### src/rtl/sr_pkg.sv
// Shared definitions for the shift/rotate result stage: shift/rotate mode
// encodings, the buffered entry layout and a small mode-legality helper.
package sr_pkg;

    localparam int SR_DATA_W = 8;

    // One-hot mode encodings carried in b_in[7:4]
    localparam logic [3:0] MODE_SHL = 4'b0001;
    localparam logic [3:0] MODE_SHR = 4'b0010;
    localparam logic [3:0] MODE_ROR = 4'b0100;
    localparam logic [3:0] MODE_ROL = 4'b1000;

    // One buffered result together with its flags
    typedef struct packed {
        logic [SR_DATA_W-1:0] data;
        logic                 zero;
        logic                 carry;
        logic                 err;
    } sr_entry_t;

    // True when the mode field names one of the four supported operations
    function automatic logic mode_is_legal(input logic [3:0] mode);
        return (mode == MODE_SHL) || (mode == MODE_SHR) ||
               (mode == MODE_ROR) || (mode == MODE_ROL);
    endfunction

endpackage

### src/rtl/sr_flag_calc.sv
// Combinational flag generation for one shift/rotate result: zero, carry
// (last bit shifted or rotated out) and illegal-mode error. An illegal mode
// forces the stored data to zero so garbage never reaches writeback.
module sr_flag_calc
    import sr_pkg::*;
(
    input  logic [7:0] a_in,
    input  logic [7:0] b_in,
    input  logic [7:0] y_in,
    output sr_entry_t  entry_out
);

    logic [3:0] w_mode;
    logic [3:0] w_n;
    logic       w_n_in_range;
    logic [2:0] w_shl_idx;
    logic [2:0] w_shr_idx;
    logic       w_rot_nonzero;

    assign w_mode = b_in[7:4];
    assign w_n    = b_in[3:0];

    // Shift amounts 1..8 move at least one bit out; 0 and 9..15 give no carry
    assign w_n_in_range = (w_n >= 4'd1) && (w_n <= 4'd8);

    // For n in 1..8: (8 - n) mod 8 and (n - 1) mod 8 select the last bit out
    assign w_shl_idx = 3'd0 - w_n[2:0];
    assign w_shr_idx = w_n[2:0] - 3'd1;

    // Rotations by a multiple of 8 leave the operand unchanged and move nothing out
    assign w_rot_nonzero = (w_n[2:0] != 3'd0);

    // Select carry per mode and force data to zero on an illegal mode
    always_comb begin
        entry_out       = '0;
        entry_out.data  = y_in;
        entry_out.zero  = (y_in == 8'd0);
        entry_out.carry = 1'b0;
        entry_out.err   = 1'b0;
        if (!mode_is_legal(w_mode)) begin
            entry_out.err  = 1'b1;
            entry_out.data = 8'd0;
        end else begin
            case (w_mode)
                MODE_SHL: entry_out.carry = w_n_in_range ? a_in[w_shl_idx] : 1'b0;
                MODE_SHR: entry_out.carry = w_n_in_range ? a_in[w_shr_idx] : 1'b0;
                MODE_ROR: entry_out.carry = w_rot_nonzero ? y_in[7] : 1'b0;
                MODE_ROL: entry_out.carry = w_rot_nonzero ? y_in[0] : 1'b0;
                default:  entry_out.carry = 1'b0;
            endcase
        end
    end

endmodule

### src/rtl/sr_result_stage.sv
// Result stage behind the shift/rotate unit: flags each result as it is
// captured, buffers it in a DEPTH-entry FIFO and hands it to writeback.
// Optional macro SR_STATS_EN adds saturating pop and error-push counters.
//
// Handshake: a transfer happens on a rising edge where valid && ready are both
// high. in_ready depends only on registered occupancy (never on out_ready);
// out_valid is high whenever the FIFO is non-empty, and out_* hold the head
// entry until it is popped. When out_valid is low out_* are stale.
module sr_result_stage
    import sr_pkg::*;
#(
    parameter int DATA_W = 8,
    parameter int DEPTH  = 2
) (
    input  logic              clk_in,
    input  logic              rst_in,
    input  logic              flush_in,
    input  logic              in_valid,
    output logic              in_ready,
    input  logic [DATA_W-1:0] a_in,
    input  logic [DATA_W-1:0] b_in,
    input  logic [DATA_W-1:0] y_in,
    output logic              out_valid,
    input  logic              out_ready,
    output logic [DATA_W-1:0] out_data,
    output logic              out_zero,
    output logic              out_carry,
    output logic              out_err
`ifdef SR_STATS_EN
    ,
    output logic [15:0]       ops_cnt_out,
    output logic [7:0]        err_cnt_out
`endif
);

    localparam int PTR_W = (DEPTH > 1) ? $clog2(DEPTH) : 1;
    localparam int CNT_W = $clog2(DEPTH + 1);

    sr_entry_t        r_mem [DEPTH];
    logic [PTR_W-1:0] r_wr_ptr;
    logic [PTR_W-1:0] r_rd_ptr;
    logic [CNT_W-1:0] r_count;

    sr_entry_t w_entry;
    logic      w_push;
    logic      w_pop;

    sr_flag_calc u_flag_calc (
        .a_in      (a_in),
        .b_in      (b_in),
        .y_in      (y_in),
        .entry_out (w_entry)
    );

    assign in_ready  = (r_count < CNT_W'(DEPTH));
    assign out_valid = (r_count != '0);
    assign w_push    = in_valid && in_ready;
    assign w_pop     = out_valid && out_ready;

    assign out_data  = r_mem[r_rd_ptr].data;
    assign out_zero  = r_mem[r_rd_ptr].zero;
    assign out_carry = r_mem[r_rd_ptr].carry;
    assign out_err   = r_mem[r_rd_ptr].err;

    // FIFO storage, pointers and occupancy; reset beats flush beats push/pop
    always_ff @(posedge clk_in) begin
        if (rst_in) begin
            r_wr_ptr <= '0;
            r_rd_ptr <= '0;
            r_count  <= '0;
            for (int i = 0; i < DEPTH; i++) begin
                r_mem[i] <= '0;
            end
        end else if (flush_in) begin
            r_wr_ptr <= '0;
            r_rd_ptr <= '0;
            r_count  <= '0;
        end else begin
            if (w_push) begin
                r_mem[r_wr_ptr] <= w_entry;
                r_wr_ptr        <= PTR_W'(r_wr_ptr + 1'b1);
            end
            if (w_pop) begin
                r_rd_ptr <= PTR_W'(r_rd_ptr + 1'b1);
            end
            case ({w_push, w_pop})
                2'b10:   r_count <= r_count + 1'b1;
                2'b01:   r_count <= r_count - 1'b1;
                default: r_count <= r_count;
            endcase
        end
    end

`ifdef SR_STATS_EN
    logic [15:0] r_ops_cnt;
    logic [7:0]  r_err_cnt;

    // Saturating usage counters; only reset clears them, flush leaves them alone
    always_ff @(posedge clk_in) begin
        if (rst_in) begin
            r_ops_cnt <= '0;
            r_err_cnt <= '0;
        end else if (!flush_in) begin
            if (w_pop && (r_ops_cnt != 16'hFFFF)) begin
                r_ops_cnt <= r_ops_cnt + 16'd1;
            end
            if (w_push && w_entry.err && (r_err_cnt != 8'hFF)) begin
                r_err_cnt <= r_err_cnt + 8'd1;
            end
        end
    end

    assign ops_cnt_out = r_ops_cnt;
    assign err_cnt_out = r_err_cnt;
`endif

endmodule
### config.mk
export PLATFORM = sky130hd
export DESIGN_NAME = sr_result_stage
export DESIGN_NICKNAME = d
export VERILOG_FILES = /design/src/rtl/sr_pkg.sv /design/src/rtl/sr_flag_calc.sv /design/src/rtl/sr_result_stage.sv
export SDC_FILE = /design/constraint.sdc
export NUM_CORES = 1
export LEC_CHECK = 0
export CAP_MARGIN = 20
export CORE_MARGIN = 8
export CORE_UTILIZATION = 35
export CTS_CLUSTER_DIAMETER = 40
export DETAILED_ROUTE_END_ITERATION = 8
export PLACE_DENSITY = 0.68
export SYNTH_ARGS = -nofsm -noshare
export SYNTH_HDL_FRONTEND = slang
export SYNTH_HIERARCHICAL = 1
export SYNTH_SLANG_ARGS = --single-unit
export TNS_END_PERCENT = 30
### constraint.sdc
create_clock -name clk_in -period 3.37 [get_ports clk_in]
set_input_delay 0.5055 -clock clk_in [delete_from_list [all_inputs] [get_ports clk_in]]
set_output_delay 0.5055 -clock clk_in [all_outputs]
set_load 0.005 [all_outputs]
==> run_results.csv, run 1 <==
group,metric,value,unit
synth,avgSynthCellArea,12.35,sq um
global_routing,grt_usage,0.09817,
finish,mostFrequentLayoutCell,"clkdlybuf4s50_1",
synth,ys_warn_count,6,
die,die_w,82.96,um
critical_path,worstRegToRegCells,2,
clock_tree,clkSinkCount,27,
detailed_routing,vias,1129,
power_and_ir_drop,p_per_area,338.9,mW/mm^2
power_and_ir_drop,vdd_ir_drop_max,133.1,uV
critical_path,regToRegStartpoint,"r_wr_ptr",
finish,utilization,0.4780,
detailed_routing,drtIter0Drc,53,
power_and_ir_drop,power,0.7005,mW
timing,report.final.slew_viol_count,0,
global_routing,grt_max_degree,23,
synth,seq_area_frac_synth,0.4848,
synth,ys.flop_type,"edfxtp_1",
synth,yosys.area.top_type_share,0.4211,
timing,worst_pin_slew,0.6845,ns
timing,final.setup.tns,0,ns
detailed_routing,drc,0,
placement,pre_cts_ws,0.2960,ns
critical_path,required,3.41,ns
detailed_routing,drt_pass1_iterations,4,
min_path,min-delay-start,"r_rd_ptr",
critical_path,path_class,"in2reg",
synth,synth_edf_count,22,
die,die_y,82.96,um
synth,synthCells,127,
global_routing,grt_pass1_vias,1254,
finish,layout-drive-gt1-share,0.1084,
placement,dpl_cell_area,0.002021,sq mm
clock_tree,cts_tree,"done",
min_path,hp-class,"reg2reg",
die,fp.coreArea,0.004324,sq mm
critical_path,r2r-end,"r_mem[1][7]",
detailed_routing,ant_nets,0,
die,design.die.area,0.006882,sq mm
finish,nNetsFinal,200,
critical_path,rrSetupSlack,1.55,ns
clock_tree,clock_latency,0.27,ns
critical_path,worstPathArrival,2.81,ns
clock_tree,clk_pin_slew,0.09,ns
power_and_ir_drop,p_leak,0.8483,nW
critical_path,cp-start-kind,"primary input",
clock_tree,cts_resized,0,
placement,hpwlAfterDp,2575,um
die,initial_core_util,0.3628,
critical_path,critPathCaptureType,"register",
finish,final_cell_mix,"clkdlybuf4s50_1, and3_1, edfxtp_1",
clock_tree,htreeDepth,1,
timing,hold_viol,0,
min_path,holdPathEnd,"r_rd_ptr",
critical_path,worst-path-max-fanout,4,
flow_run,maxCapViolations,0,
timing,setup_viol,0,
clock_tree,cts_buffers,3,
placement,port_buffers,41,
synth,netlist_top_cells_area,"edfxtp_1, and3_1, mux2_2, mux4_1, dfxtp_1",
synth,synth_top_cell_by_area,"edfxtp_1",
detailed_routing,viasPerCell,5.179,
clock_tree,holdBufCountCts,0,
finish,syn_to_final_growth,31.74,%
synth,synth_seq_cells,27,
timing,setup_ws,0.6010,ns
timing,fin_worst_skew,0.007130,ns
timing,fin_crit,2.769,ns
timing,finalCritPeriodShare,0.8217,
synth,synth.net_count,160,
min_path,hold_path_depth,2,
global_routing,antenna_found_initial,0,
synth,synthArstFlopShare,0,
placement,place_congestion,0.7436,
timing,maxSlewHeadroom,0.5427,
detailed_routing,wl_per_cell,15.53,um
finish,antenna_cells,0,
clock_tree,cts_setup_buffers,0,
finish,stdcell_area,0.002067,sq mm
die,rows,24,
clock_tree,cts_root_buf,"clkbuf_8",
synth,yosysUniqueCellTypes,36,
timing,max_freq,361.1,MHz
timing,rsz0062_at_grt,"false",
global_routing,grt_pass1_wl,5685,um
global_routing,grt_overflow,0,
die,io_pins,42,
synth,netlist_area,0.001569,sq mm
status,status,"completed",
detailed_routing,routed_wl,3386,um
clock_tree,clock_tree.buffer_depth,2,
==> state kept, by name (all words and copies together), names as in the netlist, named ones only <==
register  flops
r_count       2
r_wr_ptr      1
r_mem        22
r_rd_ptr      1
==> cell usage after synthesis, drive strengths merged, types with 2 or more instances <==
cell,count
a21boi,8
a21o,2
and3,22
buf,3
clkbuf,4
dfxtp,5
edfxtp,22
ha,4
inv,5
mux2,11
mux4,5
nand2b,2
nor2,2
nor2b,2
nor3,5
o21ai,3
or2,2
or4,2
xnor2,3
xor2,3
==> logic make-up (layout without fill, tap and decap cells) <==
group / count (synthesis) / in the layout / synth area share
xor gates and xnor gates: 6 / 6 / 0.03350
adders and majority gates: 4 / 4 / 0.03190
muxes: 16 / 16 / 0.1603
AOI/OAI and AO/OA: 18 / 18 / 0.08373
DFF: 27 / 27 / 0.4848
buffers and inverters: 12 / 51 / 0.03189
and+or+nand+nor: 44 / 44 / 0.1738
==> through the flow <==
step	hold slack, ns	instances
6_report	0.5586	218
2_1_floorplan	0.5154	127
5_1_grt	0.6154	218
4_1_cts	0.5587	218
3_3_place_gp	0.5416	214
3_5_place_dp	0.5369	214
==> report_power, final <==
group	total (mW)	internal, mW	switching, mW
logic	0.139	0.0845	0.0542
registers	0.383	0.376	0.00705
clock network	0.179	0.0827	0.0962
==> worst max-delay path, stage by stage <==
cell and delay [ns]:
clkdlybuf4s50_1 0.48, inv_1 0.05, ha_1 0.35, mux4_1 0.56
mux4_2 0.47, a22o_1 0.24, and3_1 0.14
==> cell type report <==
class,count,area (sq um)
flip-flops and latches,27,760.7
clock inverters,1,5.005
clock buffers,3,41.29
fillers,402,2257
well taps,52,65.06
inverters,5,18.77
multi-input cells,88,758.2
repair buffers,42,417.9
==> worst max-delay path by stage <==
stage | from | endpoint | cells after the start
2_1_floorplan | b_in[1] | r_mem[0][1] | 6
3_3_place_gp | b_in[0] | r_mem[1][1] | 7
3_5_place_dp | b_in[0] | r_mem[1][1] | 7
4_1_cts | b_in[0] | r_mem[1][1] | 7
5_1_grt | b_in[0] | r_mem[1][1] | 7
6_report | b_in[0] | r_mem[1][1] | 7
==> routing by layer <==
metal / global-route usage / share of wire / vias up
met4: 0.04792 / 0.016 / 0
li1: - / - / 564
met1: 0.1056 / 0.43 / 527
met2: 0.1733 / 0.50 / 34
met3: 0.02539 / 0.053 / 4
met5: 0 / 0 / -
(Power assumes the default switching activity.)
==> run 2, diff against run 1 <==
--- a/config.mk
+++ b/config.mk
@@ -10,7 +10,7 @@
 export CORE_UTILIZATION = 35
 export CTS_CLUSTER_DIAMETER = 40
 export DETAILED_ROUTE_END_ITERATION = 8
-export PLACE_DENSITY = 0.68
+export PLACE_DENSITY = 0.7
 export SYNTH_ARGS = -nofsm -noshare
 export SYNTH_HDL_FRONTEND = slang
 export SYNTH_HIERARCHICAL = 1
==> constraint.sdc (replaced) <==
create_clock -name clk_in -period 2.4 [get_ports clk_in]
set_input_delay 0.36 -clock clk_in [delete_from_list [all_inputs] [get_ports clk_in]]
set_output_delay 0.36 -clock clk_in [all_outputs]
set_load 0.005 [all_outputs]
==> run_results.csv, run 2 (synthesis gave the netlist of run 1 again) <==
group,metric,value,unit
detailed_routing,viasPerCell,5.130,
finish,nNetsFinal,212,
timing,fin_crit,2.237,ns
die,fp.coreArea,0.004324,sq mm
timing,hold_viol,0,
die,die_y,82.96,um
min_path,hp-class,"reg2reg",
detailed_routing,ant_nets,0,
timing,setup_ws,0.1631,ns
finish,final_cell_mix,"clkdlybuf4s50_1, and3_1, edfxtp_1",
clock_tree,holdBufCountCts,0,
placement,dp_cells,225,
timing,report.final.slew_viol_count,0,
global_routing,antenna_found_initial,0,
die,initial_core_util,0.3628,
power_and_ir_drop,p_int,0.7802,mW
clock_tree,cts_root_buf,"clkbuf_8",
detailed_routing,drt_pass1_iterations,4,
clock_tree,cts_tree,"done",
critical_path,critical-path-max-stage-delay,0.49,ns
finish,mostFrequentLayoutCell,"clkdlybuf4s50_1",
die,io_pins,42,
finish,largest_register,"r_mem",
power_and_ir_drop,comb_power_share,0.215,
power_and_ir_drop,switching_share,0.2322,
placement,port_buffers,41,
critical_path,worst_path_max_delay_cell,"mux4_2",
timing,final.setup.tns,0,ns
timing,finalCritPeriodShare,0.9320,
placement,hpwlAfterDp,2877,um
critical_path,crit_top_cell,"mux4_2",
detailed_routing,vias,1180,
global_routing,grt_pass1_vias,1291,
clock_tree,clock_latency,0.27,ns
finish,fill_cells,391,
power_and_ir_drop,p_leak,0.8951,nW
finish,syn_to_final_growth,37.80,%
critical_path,path_cells,"dlygate4sd2_1, inv_1, ha_4, mux4_2, mux4_2, a22o_1, and3_1",
die,rows,24,
timing,fin_worst_skew,0.01250,ns
placement,place_congestion,0.7550,
detailed_routing,drtIter0Drc,67,
critical_path,path_delay_family,"multiplexers",
timing,maxSlewHeadroom,0.6415,
clock_tree,htreeDepth,1,
global_routing,grt_usage,0.1028,
die,design.die.area,0.006882,sq mm
power_and_ir_drop,pwr-share-seq,0.529,
placement,pre_cts_ws,-0.5125,ns
timing,max_freq,447.1,MHz
finish,reg.largest.list,"r_mem (22), r_count (2)",
critical_path,worstPathArrival,2.27,ns
power_and_ir_drop,power_switching,0.2359,mW
timing,setup_viol,0,
detailed_routing,drc,0,
finish,largest_reg_flops,22,
critical_path,worst-path-max-fanout,3,
timing,rsz0062_at_grt,"false",
global_routing,grt_max_degree,23,
die,die_w,82.96,um
global_routing,grt_overflow,0,
critical_path,required,2.43,ns
global_routing,grt_pass1_wl,5982,um
finish,finalNonFillerCells,230,
status,status,"completed",
finish,stdcell_area,0.002162,sq mm
finish,utilization,0.5000,
clock_tree,clk_pin_slew,0.10,ns
power_and_ir_drop,clkPwrFrac,0.256,
power_and_ir_drop,vdd_ir_drop_max,239.7,uV
critical_path,critPathCaptureType,"register",
finish,antenna_cells,0,
critical_path,cp-start-kind,"primary input",
detailed_routing,wl_per_cell,16.17,um
timing,worst_pin_slew,0.5370,ns
clock_tree,clkSinkCount,27,
placement,dpl_cell_area,0.002103,sq mm
critical_path,crit_buf_inv,2,
clock_tree,cts_buffers,3,
finish,layout-drive-gt1-share,0.1910,
clock_tree,clock_tree.buffer_depth,2,
critical_path,path_class,"in2reg",
detailed_routing,routed_wl,3719,um
power_and_ir_drop,p_per_area,470.0,mW/mm^2
flow_run,maxCapViolations,0,
[run 2: area by class of cell]
cell class	count	area (sq um)	area share
timing repair buffer	54	505.5	0.2338
clock buffer	3	41.29	0.01910
multi-input combinational	88	763.2	0.3530
tap	52	65.06	0.03009
clock inverter	1	7.507	0.003472
inverter	5	18.77	0.008681
sequential	27	760.7	0.3519
[run 2: power groups by stage]
stage | clock network (mW) | logic [mW] | registers, mW
after global routing | 0.283 | 0.238 | 0.540
after detailed placement | 0 | 0.215 | 0.548
final | 0.260 | 0.219 | 0.538
after global placement | 0 | 0.206 | 0.546
after CTS | 0.264 | 0.221 | 0.538
after floorplan | 0 | 0.0969 | 0.544
[run 2: timing repair]
| action | 4_1_cts | 5_1_grt |
|---|---|---|
| buffers inserted | 1 | 0 |
| resized for setup | 6 | 0 |
| hold endpoints to repair | 0 | 0 |
| setup endpoints to repair | 2 | 0 |
[run 2: path summary, 6_finish.rpt]
check / from / endpoint / slack [ns] / cells after the start
worst max-delay path: b_in[0] / r_mem[0][1] / 0.16 / 7
worst min-delay path: r_rd_ptr / register / 0.56 / 2
worst max register to register: r_count[1] / r_count[1] / 0.73 / 4
worst min register to register: r_rd_ptr / register / 0.56 / 2
[run 2: stage by stage]
stage               power [mW]  hold slack [ns]
floorplan               0.6407           0.4385
global placement        0.7519           0.5426
detailed placement      0.7634           0.5386
CTS                      1.022           0.5636
global route             1.061           0.5940
finish                   1.016           0.5606
[run 2: layer usage]
| metal | vias to the layer above | part of all wire | wire length, um | global-route usage |
|---|---|---|---|---|
| met5 | - | 0 | 0 | 0 |
| met4 | 0 | 0.0091 | 34 | 0.04792 |
| met3 | 2 | 0.049 | 183 | 0.02148 |
| met2 | 37 | 0.53 | 1962 | 0.1846 |
| met1 | 557 | 0.41 | 1539 | 0.1118 |
| li1 | 584 | - | - | - |
[run 2: worst register-to-register path: cells and delay by family, from the launching register on]
family	cells	cell delay, ns
fa+ha+maj	1	0.31
flops	1	0.38
compound gates	2	0.51
simple gates	1	0.38
==> patch 1, RTL diff (settings of run 1) <==
Build with the macro `SR_STATS_EN` defined.
--- a/src/rtl/sr_result_stage.sv
+++ b/src/rtl/sr_result_stage.sv
@@ -8,2 +8,4 @@
 // entry until it is popped. When out_valid is low out_* are stale.
+`define SR_STATS_EN
+
 module sr_result_stage
Behaviour (old outputs only; new: err_cnt_out and ops_cnt_out): unchanged (equiv_simple and equiv_induct, registers matched by name and starting in step).
==> patch 1 against run 1 <==
Hold slack got worse by 0.027 ns; design area rose by 80%; synthesized area rose by 81%; count of clock-buffer cells in the layout rose by 2; routed wire length rose by 91%; global-route usage rose by 1.8 points; sequential cell count rose by 24; power rose by 68%; setup slack improved by 0.026 ns; critical path type unchanged.
==> patch 1: results (changes against run 1) <==
The slowest stage cell on the critical path was mux4_1. The tools report the worst-skew pair later-pin latency as 0.30 ns (+0.03 ns). Yosys attributes the largest share of cell area to edfxtp_1, dfxtp_1, and2_1. The total global-route track usage was 11.66% (+1.8 points); the number of buffer cells added on primary ports was 65 (+59%). The tools report the number of distinct library cells after synthesis as 57 (+58%).

The wire length of the first global-routing pass is 10.96 mm (+93%), and the initial detailed-routing violation count is 71 (+34%). The logs give 36 (+57%) for the pin count of the biggest net entering global routing and 3.690% (+1.2 points) for the global routing met3 resource utilization. The longest individual stage delay on the worst path works out to 0.58 ns (+0.02 ns). Ranked by instance count, the synthesized netlist is headed by dfxtp_1, and2_1, edfxtp_1. Fraction of met2 tracks used by global routing: 20.20% (+2.9 points). The post-synthesis compound-gate area fraction works out to 10.94% (+2.6 points). The leakage component of the power is 1.319 nW (+55%), and the post-layout instance count excluding filler cells is 444 (+100%).

The wire length per cell came out at 14.56 µm (-6.2%). The flip-flop count of the largest register after layout is 22 (unchanged), and the synthesized netlist net count is 307 (+92%). The buffer depth of the longest clock path was 2 (unchanged); the post-synthesis share of cell area spent on xor and xnor gates was 4.306% (+0.96 points). The adder-cell area share of the yosys netlist was 2.636% (-0.55 points); the worst-path maximum fanout was 4 (unchanged). The sum of net half-perimeters after detailed placement was 4.867 mm (+89%).

The run gives 43.59% (-4.9 points) as the fraction of the yosys area taken by sequential cells. The met3 wire length is 405 µm (+120%), and the switching portion of total power is 23.60% (+1.1 points). The number of gates resized after cts was 0 (unchanged); the total number of H-tree levels was 2 (+1). The via count is 2288 (+100%), and the multiplexer share of the synthesized area is 10.76% (-5.3 points).

The logs give 13.02% (+2.5 points) for the met1 usage and 0.7317 (-1.6%) for the global placement routability congestion. The tools report the worst setup slack after placement as 0.2932 ns (-0.002869 ns). The flow ran to the end, and the final reports show no timing, DRC or antenna violations. The synthesized area divided by synthesized cell count was 10.47 µm² (-15%); the via count of the first global-routing pass was 2354 (+88%). The peak supply drop was 202.1 µV (+52%). The share of async-settable or async-resettable flops after synthesis was 0% (unchanged). Met2 wire length: 3.136 mm (+85%). The share of final-layout standard cells stronger than drive strength 1 came out at 12.09% (+1.3 points). The worst slew slack as a fraction of its limit is 44.05% (-10 points), and the number of nets in the layout is 373 (+87%). The most used flip-flop cell after synthesis is dfxtp_1. The final clock skew came out at 0.01126 ns (+0.004126 ns).

The tools report the TritonCTS buffer count as 5 (+2). The logs give 2.80 ns (about the same) for the data arrival time at the worst-slack endpoint and 2.810 mm (+93%) for the met1 wire length.
patch 1: cell types whose count changed in the layout (fill, tap and decap cells not counted), moves of 6 or more:
cell / change
and2_1: +25
clkdlybuf4s50_1: +24
nor2_1: +13
inv_1: +8
and3_1: -18
nand3_1: +6
dfxtp_1: +24
a21oi_1: +8
nand2_1: +7
patch 1: final timing paths:
path	startpoint	end	slack, ns	cells past startpoint
worst max-delay path	b_in[0]	r_mem[1][1]	0.63	7
worst min register to register	ops_cnt_out[0]	ops_cnt_out[0]	0.53	2
worst min-delay path	ops_cnt_out[0]	ops_cnt_out[0]	0.53	2
worst max register to register	ops_cnt_out[0]	ops_cnt_out[8]	1.14	5
patch 1: through the flow:
step	hold slack, ns	instance area, µm²
after floorplan	0.5042	2848
after global placement	0.5111	3623
after detailed placement	0.5147	3623
after CTS	0.5308	3711
after global routing	0.5702	3711
final	0.5318	3711
patch 1: power by group through the flow:
stage | sequential (mW) | clock (mW) | combinational [mW]
after global placement | 0.682 | 0 | 0.159
after global routing | 0.671 | 0.392 | 0.175
after floorplan | 0.680 | 0 | 0.0805
final | 0.669 | 0.349 | 0.160
after detailed placement | 0.683 | 0 | 0.162
after CTS | 0.669 | 0.370 | 0.163
patch 1: cell families after synthesis:
logic type | after synthesis
adders and majority gates | 6
buffers and inverters | 25
muxes | 21
DFF | 51
and+or+nand+nor | 111
xor gates and xnor gates | 14
AOI/OAI and AO/OA | 44
patch 1: cell type report:
type / count / area, µm²
clock inverter: 3 / 18.77
sequential: 51 / 1241
tap: 105 / 131.4
clock buffer: 5 / 68.82
timing repair buffer: 70 / 688.2
multi-input combinational: 196 / 1510
inverter: 14 / 52.55
fill: 761 / 4340
patch 1: worst min-delay path, stage by stage, from the launching register on:
cell and delay, ns:
dfxtp_1 0.35, o21ai_0 0.08, a21oi_1 0.06
==> patch 2, RTL diff (config.mk and constraints of run 1) <==
Made on the original files. Register the output `out_err`, with the module's reset; this adds one clock of latency there. The other outputs are not delayed to match.
--- a/src/rtl/sr_result_stage.sv
+++ b/src/rtl/sr_result_stage.sv
@@ -62,3 +62,9 @@
     assign out_carry = r_mem[r_rd_ptr].carry;
-    assign out_err   = r_mem[r_rd_ptr].err;
+    always_ff @(posedge clk_in) begin
+        if (rst_in) begin
+            out_err <= '0;
+        end else begin
+            out_err <= r_mem[r_rd_ptr].err;
+        end
+    end
 
Function: changed (a bounded check fails within 4 cycles, from zero or initial values and one cycle with rst_in high).
==> patch 2 against run 1 <==
Setup slack got worse by 0.023 ns; cell count rose by 0.92%; utilization grew 0.65 points; hold slack got worse by 0.056 ns; clock skew shrank 0.0037 ns; design area grew 2.1%; clock power increased by 30%; global-route usage is 0.12 points higher; sequential cell count rose by 1; via count increased by 1.3%; routed wire length up 1.7%; die area grew 1.2%; synthesized area rose by 1.4%; power up 9.3%; critical path type unchanged.
==> patch 2: results (changes against run 1) <==
The post-synthesis compound-gate area fraction works out to 8.255% (-0.12 points). The switching portion of total power came out at 21.65% (-0.82 points). The wire length per cell was 15.66 µm (+0.82%); the data arrival time at the worst-slack endpoint was 2.83 ns (+0.02 ns).

Total global-route track usage: 9.935% (+0.12 points). Synthesized area divided by synthesized cell count: 12.34 µm² (-0.14%). The initial detailed-routing violation count was 65 (+23%); the share of final layout cell area taken by non-clock buffers was 19.81% (-0.41 points). The total power density per cell area was 362.8 mW/mm² (+7.1%). The final clock skew is 0.003477 ns (-0.003653 ns), and the share of final-layout standard cells stronger than drive strength 1 is 4.762% (-6.1 points). For the worst slew slack as a fraction of its limit, the log shows 53.37% (-0.90 points).

For the clock group share of total power, the log shows 30.4% (+4.9 points). For the sum of net half-perimeters after detailed placement, the log shows 2.625 mm (+1.9%). The global routing met3 resource utilization is 2.246% (-0.29 points), and the layout multi-input combinational cell count is 89 (+1.1%).

The global placement routability congestion came out at 0.7859 (+5.7%). The number of fillers in the final layout is 377 (-6.2%), and the synthesized netlist net count is 162 (+1.3%). The met3 wire length was 162 µm (-10%).

The multiplexer share of the synthesized area is 15.72% (-0.31 points). The met1 wire length is 1.536 mm (+5.7%). After synthesis, the cell types taking the most area are edfxtp_1, and3_1, dfxtp_1. The fraction of met2 tracks used by global routing is 16.97% (-0.35 points), and the via count is 1144 (+1.3%). The achievable frequency was 358.2 MHz (-0.81%). The flow ran to the end, and the final reports show no timing, DRC or antenna violations.

The run gives 1.699 mm (+0.18%) as the met2 wire length. In this run the critical register-to-register path is captured at r_mem[0][3]. Worst setup slack after placement: 0.2585 ns (-0.03756 ns). The area overhead of the layout relative to synthesis was 32.55%.

The beginning of the worst register-to-register path was r_count[1].
==> patch 2: cell types whose count changed after synthesis <==
cell and change:
mux2_2 -10, dfxtp_1 +1, mux2_1 +9, mux2i_1 +1
nor2_1 +1
==> patch 2: per-stage QoR <==
step	hold WS [ns]	instances
floorplan	0.4525	129
detailed placement	0.4926	216
global placement	0.4842	216
finish	0.5028	220
CTS	0.5149	220
global route	0.5288	220
==> patch 2: worst min path at each step <==
stage                 from       to  slack (ns)  cells past startpoint
2_1_floorplan  r_mem[0][0]  out_err        0.45                      2
3_3_place_gp   r_mem[0][0]  out_err        0.48                      2
3_5_place_dp   r_mem[0][0]  out_err        0.49                      2
4_1_cts        r_mem[0][0]  out_err        0.51                      2
5_1_grt        r_mem[0][0]  out_err        0.53                      2
6_report       r_mem[0][0]  out_err        0.50                      2
==> patch 2: worst max-delay path, stage by stage <==
cell	delay [ns]
clkdlybuf4s50_1	0.49
inv_1	0.05
ha_1	0.36
mux4_1	0.57
mux4_2	0.47
a22o_1	0.24
and3_1	0.14
